==> src/rtl/cic_decim_comb3_if.sv <==
// Sample/result bundle for cic_decim_comb3: integrator samples and ratio in, comb results out.
interface cic_decim_comb3_if #(
  parameter int DW    = 32,
  parameter int RW    = 8,
  parameter int OUT_W = 16
);
  logic             in_valid;
  logic [DW-1:0]    data_in;
  logic [RW-1:0]    dec_ratio;
  logic             out_valid;
  logic [DW-1:0]    data_full;
  logic [OUT_W-1:0] data_out;

  modport master (
    output in_valid, data_in, dec_ratio,
    input  out_valid, data_full, data_out
  );

  modport slave (
    input  in_valid, data_in, dec_ratio,
    output out_valid, data_full, data_out
  );
endinterface

==> src/rtl/cic_decim_comb3.sv <==
// CIC decimator plus three registered comb stages (differential delay 1).
// Define CIC_ROUND_EN for round-half-up scaling with positive clamp; default truncates.
module cic_decim_comb3 #(
  parameter int DW    = 32,
  parameter int RW    = 8,
  parameter int OUT_W = 16,
  parameter int SHIFT = 16
) (
  input logic               clk,
  input logic               rst,
  cic_decim_comb3_if.slave  bus
);

  logic [RW-1:0]    cnt_q, cnt_d;
  logic [RW-1:0]    r_eff_q, r_eff_d;
  logic [RW-1:0]    r_in;
  logic [DW-1:0]    dec_q, dec_d;
  // s_q[k] is the input strobe of comb stage k+1; s_q[3] feeds the output stage
  logic [3:0]       s_q, s_d;
  logic [DW-1:0]    y_q [3];
  logic [DW-1:0]    y_d [3];
  logic [DW-1:0]    xprev_q [3];
  logic [DW-1:0]    xprev_d [3];
  logic [DW-1:0]    x_in [3];
  logic             out_valid_q, out_valid_d;
  logic [DW-1:0]    data_full_q, data_full_d;
  logic [OUT_W-1:0] data_out_q, data_out_d;

`ifdef CIC_ROUND_EN
  function automatic logic [OUT_W-1:0] scale(input logic [DW-1:0] y);
    logic [DW:0]        rnd;
    logic signed [DW:0] sum;
    logic signed [DW:0] sh;
    logic signed [DW:0] max_v;
    rnd   = (DW+1)'(1) << (SHIFT - 1);
    sum   = $signed({y[DW-1], y} + rnd);
    sh    = sum >>> SHIFT;
    max_v = $signed((DW+1)'((64'd1 << (OUT_W - 1)) - 64'd1));
    if (sh > max_v) begin
      return max_v[OUT_W-1:0];
    end
    return sh[OUT_W-1:0];
  endfunction
`else
  function automatic logic [OUT_W-1:0] scale(input logic [DW-1:0] y);
    return OUT_W'($signed(y) >>> SHIFT);
  endfunction
`endif

  assign r_in = (bus.dec_ratio == '0) ? RW'(1) : bus.dec_ratio;

  always_comb begin
    cnt_d   = cnt_q;
    r_eff_d = r_eff_q;
    dec_d   = dec_q;
    s_d     = {s_q[2:0], 1'b0};
    if (bus.in_valid) begin
      if (cnt_q == r_eff_q - RW'(1)) begin
        cnt_d   = '0;
        dec_d   = bus.data_in;
        s_d[0]  = 1'b1;
        // ratio is only re-sampled here so a frame never changes length mid-way
        r_eff_d = r_in;
      end else begin
        cnt_d = cnt_q + RW'(1);
      end
    end
  end

  always_comb begin
    x_in[0] = dec_q;
    x_in[1] = y_q[0];
    x_in[2] = y_q[1];
    for (int unsigned k = 0; k < 3; k++) begin
      y_d[k]     = y_q[k];
      xprev_d[k] = xprev_q[k];
      if (s_q[k]) begin
        y_d[k]     = x_in[k] - xprev_q[k];
        xprev_d[k] = x_in[k];
      end
    end
  end

  always_comb begin
    out_valid_d = s_q[3];
    data_full_d = data_full_q;
    data_out_d  = data_out_q;
    if (s_q[3]) begin
      data_full_d = y_q[2];
      data_out_d  = scale(y_q[2]);
    end
  end

  always_ff @(posedge clk) begin
    if (rst) begin
      cnt_q       <= '0;
      r_eff_q     <= r_in;
      dec_q       <= '0;
      s_q         <= '0;
      out_valid_q <= 1'b0;
      data_full_q <= '0;
      data_out_q  <= '0;
      for (int unsigned k = 0; k < 3; k++) begin
        y_q[k]     <= '0;
        xprev_q[k] <= '0;
      end
    end else begin
      cnt_q       <= cnt_d;
      r_eff_q     <= r_eff_d;
      dec_q       <= dec_d;
      s_q         <= s_d;
      out_valid_q <= out_valid_d;
      data_full_q <= data_full_d;
      data_out_q  <= data_out_d;
      for (int unsigned k = 0; k < 3; k++) begin
        y_q[k]     <= y_d[k];
        xprev_q[k] <= xprev_d[k];
      end
    end
  end

  assign bus.out_valid = out_valid_q;
  assign bus.data_full = data_full_q;
  assign bus.data_out  = data_out_q;

endmodule

==> src/flat_wrapper.sv <==
// flat-port wrapper written by rule: the top's interface ports become plain ports
module cic_decim_comb3_flat 
#(
  parameter int DW    = 32,
  parameter int RW    = 8,
  parameter int OUT_W = 16,
  parameter int SHIFT = 16
)
  (clk, rst, bus_in_valid, bus_data_in, bus_dec_ratio, bus_out_valid, bus_data_full, bus_data_out);
  cic_decim_comb3_if #(.DW(DW), .RW(RW), .OUT_W(OUT_W)) bus_i ();
  input logic clk;
  input logic rst;
  input wire logic [$bits(bus_i.in_valid)-1:0] bus_in_valid;
  input wire logic [$bits(bus_i.data_in)-1:0] bus_data_in;
  input wire logic [$bits(bus_i.dec_ratio)-1:0] bus_dec_ratio;
  output wire logic [$bits(bus_i.out_valid)-1:0] bus_out_valid;
  output wire logic [$bits(bus_i.data_full)-1:0] bus_data_full;
  output wire logic [$bits(bus_i.data_out)-1:0] bus_data_out;
  assign bus_i.in_valid = bus_in_valid;
  assign bus_i.data_in = bus_data_in;
  assign bus_i.dec_ratio = bus_dec_ratio;
  assign bus_out_valid = bus_i.out_valid;
  assign bus_data_full = bus_i.data_full;
  assign bus_data_out = bus_i.data_out;
  cic_decim_comb3 #(.DW(DW), .RW(RW), .OUT_W(OUT_W), .SHIFT(SHIFT)) u_core (.clk(clk), .rst(rst), .bus(bus_i));
endmodule
==> config.mk <==
export PLATFORM = sky130hd
export DESIGN_NAME = cic_decim_comb3_flat
export DESIGN_NICKNAME = d
export VERILOG_FILES = /design/src/rtl/cic_decim_comb3_if.sv /design/src/rtl/cic_decim_comb3.sv /design/src/flat_wrapper.sv
export SDC_FILE = /design/constraint.sdc
export NUM_CORES = 1
export LEC_CHECK = 0
export CORE_MARGIN = 2
export CORE_UTILIZATION = 40
export CTS_BUF_LIST = sky130_fd_sc_hd__clkbuf_2 sky130_fd_sc_hd__clkbuf_4 sky130_fd_sc_hd__clkbuf_8
export CTS_CLUSTER_SIZE = 28
export DETAILED_ROUTE_END_ITERATION = 10
export HOLD_SLACK_MARGIN = 0.12
export PLACE_DENSITY = 0.63
export SLEW_MARGIN = 20
export SYNTH_ARGS = -nofsm -noshare
export SYNTH_HDL_FRONTEND = slang
export SYNTH_SLANG_ARGS = --single-unit
export TNS_END_PERCENT = 30
==> constraint.sdc <==
create_clock -name clk -period 2.85 [get_ports clk]
set_input_delay 0.285 -clock clk [delete_from_list [all_inputs] [get_ports clk]]
set_output_delay 0.285 -clock clk [all_outputs]
set_load 0.02 [all_outputs]
==> results.ini <==
[synthesis]
syn_inst = 1736
synth_edf_count = 8
ys_ff_latch = 277
seq_area_frac_synth_pct = 36.97
synth_top_area_share_pct = 35.39
ys_types = 76
syn_nets = 1877
synth_area_um2 = 15210
synth_area_leaders = dfxtp_1 35%, mux2i_1 14%, ha_1 7.8%
yosys_most_used_dff = dfxtp_1
synth_top_area_cell = dfxtp_1
syn_area_per_cell_um2 = 8.764
ys_warn_count = 0
async_reset_ff_share_pct = 0

[timing]
fin_skew_ns = 0.01969
period_share_pct = 100.2
slew_headroom_pct = 35.83
finalWorstSetupSlack_ns = -0.006962
finalCriticalPeriod_ns = 2.857
whs_ns = 0.2200
tightestPinTransition_ns = 0.9625
rsz0062_at_grt = true
finalSetupViolCount = 1
fmax_ghz = 0.3500
hold_violations = 0
slew_violations = 0

[clock_tree]
htreeDepth = 2
root_buffer = clkbuf_8
clkLatencyLatePin_ns = 0.60
cts_hold_buf = 0
cts_tree = yes
clk_pin_slew_worst_paths_ns = 0.06
cts_max_path_buffers = 3
cts.sinks = 277
cts_buffers = 48

[layout]
diodes = 0
final_cell_mix = 275 x nor2_1, 264 x dfxtp_1, 213 x mux2i_1, 120 x inv_1, 94 x ha_1
fillCellCount = 3615
fin_cells = 2371
area_growth_pct = 18.32
final_area_um2 = 18000
fin_util_pct = 47.91
register_area_um2 = 5637
final_nets = 1965
multi_input_area_um2 = 8772
final_common_cell = nor2_1
drive_gt1_share_pct = 10.48

[drt]
via_per_inst = 4.909
drc_errors = 0
first_pass_iters = 7
post_drt_wl_per_cell_um = 13.18
vias = 11640
drt_iter0_markers = 565
wirelength_mm = 31.25
ant_nets = 0

[placed_design]
place_inst = 2275
dpl_cell_area_um2 = 16670
portBuffers = 91
gp_congestion = 0.8675
dp_hpwl_mm = 22.64

[floorplan]
design.die.area_um2 = 39610
rows = 71
dieHeight_um = 199.0
io_pins = 92
core-area_um2 = 37580
initial_utilization_pct = 40.49
die-width_um = 199.0

[critical_path]
crit_fanout = 3
cp.arrival_ns = 3.32
startpoint_type = flop
crit_path_end_kind = flop
slowest_stage = or4b_1
crit_chain = inv_1 -> ha_2 -> fa_2 -> nor2b_4 -> o2111ai_4 -> a21oi_2 -> o2111ai_2 -> a21oi_2 -> o311ai_1 -> nor2b_1 -> or4b_1 -> o311ai_0
worstSetupPathType = flop to flop
cp_slowest_stage_delay_ns = 0.45
cp_common_cell = a21oi_2
cp.required_ns = 3.31

[job]
cap_violations = 0

[global_routing]
antenna_found_initial = 0
grt_usage_pct = 16.19
grt_pass1_wl_mm = 53.77
grt-ovfl-total = 0
grt_pass1_vias = 11101
grt_max_degree = 82

[status]
violations = setup timing
status = finished with violations

[hold_path]
hold_class = primary input to flop

[power_and_ir_drop]
leakagePower_nw = 7.292
ir_worst_vdd_uv = 336.4
p_per_area_nw_per_um2 = 461.6

synth_stat cells, types with 4 or more instances:
cell type	n
mux2i_1	213
or3_1	7
nand3b_1	6
nand4b_1	4
dfxtp_1	269
a211o_1	7
and3_1	7
o21a_1	17
o21ai_1	9
a21o_1	56
and2_1	8
o22ai_1	13
xor2_1	34
nor2_1	275
nand2b_1	28
nand3_1	16
buf_4	16
a31oi_1	13
o21bai_1	9
o311ai_0	5
edfxtp_1	8
nor2b_1	10
ha_1	95
a21oi_1	84
o31a_1	4
o31ai_1	7
nor3_1	22
inv_1	120
xnor2_1	56
or2_2	4
nand4_1	16
clkbuf_1	72
o21ai_0	51
nand2_1	67
nor3b_1	9
buf_1	21
nor4_1	6
a211oi_1	14
state kept, by name (all words and copies together) (netlist names), 4 cells and up:
name                  count
u_core.xprev_q           96
u_core.bus.data_out      16
u_core.dec_q             32
u_core.y_q               96
u_core.r_eff_q            8
u_core.cnt_q              8
u_core.bus.data_full     16
u_core.s_q                4
what timing repair did:
action                                  4_1_cts  5_1_grt
endpoints found under the setup margin        5       21
resized for setup                            13       19
pin swaps                                     6        6
buffers inserted                             10        0
cell families after synthesis:
kind of cell,Yosys count,synth area share [%]
simple gates,501,15.16
fa+ha+maj,98,8.207
buf+inv,232,6.266
compound gates,324,14.13
flops,277,36.97
xor+xnor,90,5.181
mux,214,14.09
metal layers:
layer / global-route usage (%) / part of all wire, % / up-vias
met1: 22.06 / 51 / 5249
met2: 25.62 / 43 / 174
met5: 0 / 0 / -
met3: 2.475 / 3.0 / 54
li1: - / - / 6163
met4: 6.468 / 2.7 / 0
critical path, delay by kind of cell, from the launching register on:
family | cells | cell delay [ns]
compound gates | 6 | 0.99
fa+ha+maj | 2 | 0.57
simple gates | 3 | 0.79
flops | 1 | 0.32
buf+inv | 1 | 0.06
per-stage QoR:
stage | TNS, ns | worst slack (ns) | total power [W]
final | -0.006962 | -0.006962 | 0.008309
after global routing | -0.7833 | -0.1578 | 0.008642
after CTS | -0.01328 | -0.01328 | 0.008454
after detailed placement | -0.5206 | -0.2373 | 0.004274
after global placement | -0.2471 | -0.1654 | 0.004270
after floorplan | 0 | 0.08750 | 0.004169
worst paths after layout:
path | startpoint | end | slack, ns | depth (start not counted)
setup / recovery | u_core.y_q[0][32] | u_core.y_q[0][88] | -0.007 | 12
hold / removal | rst | u_core.bus.data_out[15] | 0.22 | 2
setup reg to reg | u_core.y_q[0][32] | u_core.y_q[0][88] | -0.007 | 12
hold reg to reg | u_core.y_q[0][92] | u_core.y_q[0][92] | 0.46 | 2
layout make-up:
cell class	instances	share of cell area (%)
inverters	120	2.502
repair buffers	150	7.680
well taps	511	3.552
flip-flops and latches	277	31.31
clock inverters	12	1.091
multi-input cells	1227	48.73
clock buffers	74	5.136
where the power goes:
group	switching (W)	internal [W]	total (W)
sequential	0.0000131	0.00390	0.00392
clock	0.00159	0.00252	0.00412
combinational	0.000145	0.000130	0.000276
Power figures use the tool's default switching activity.
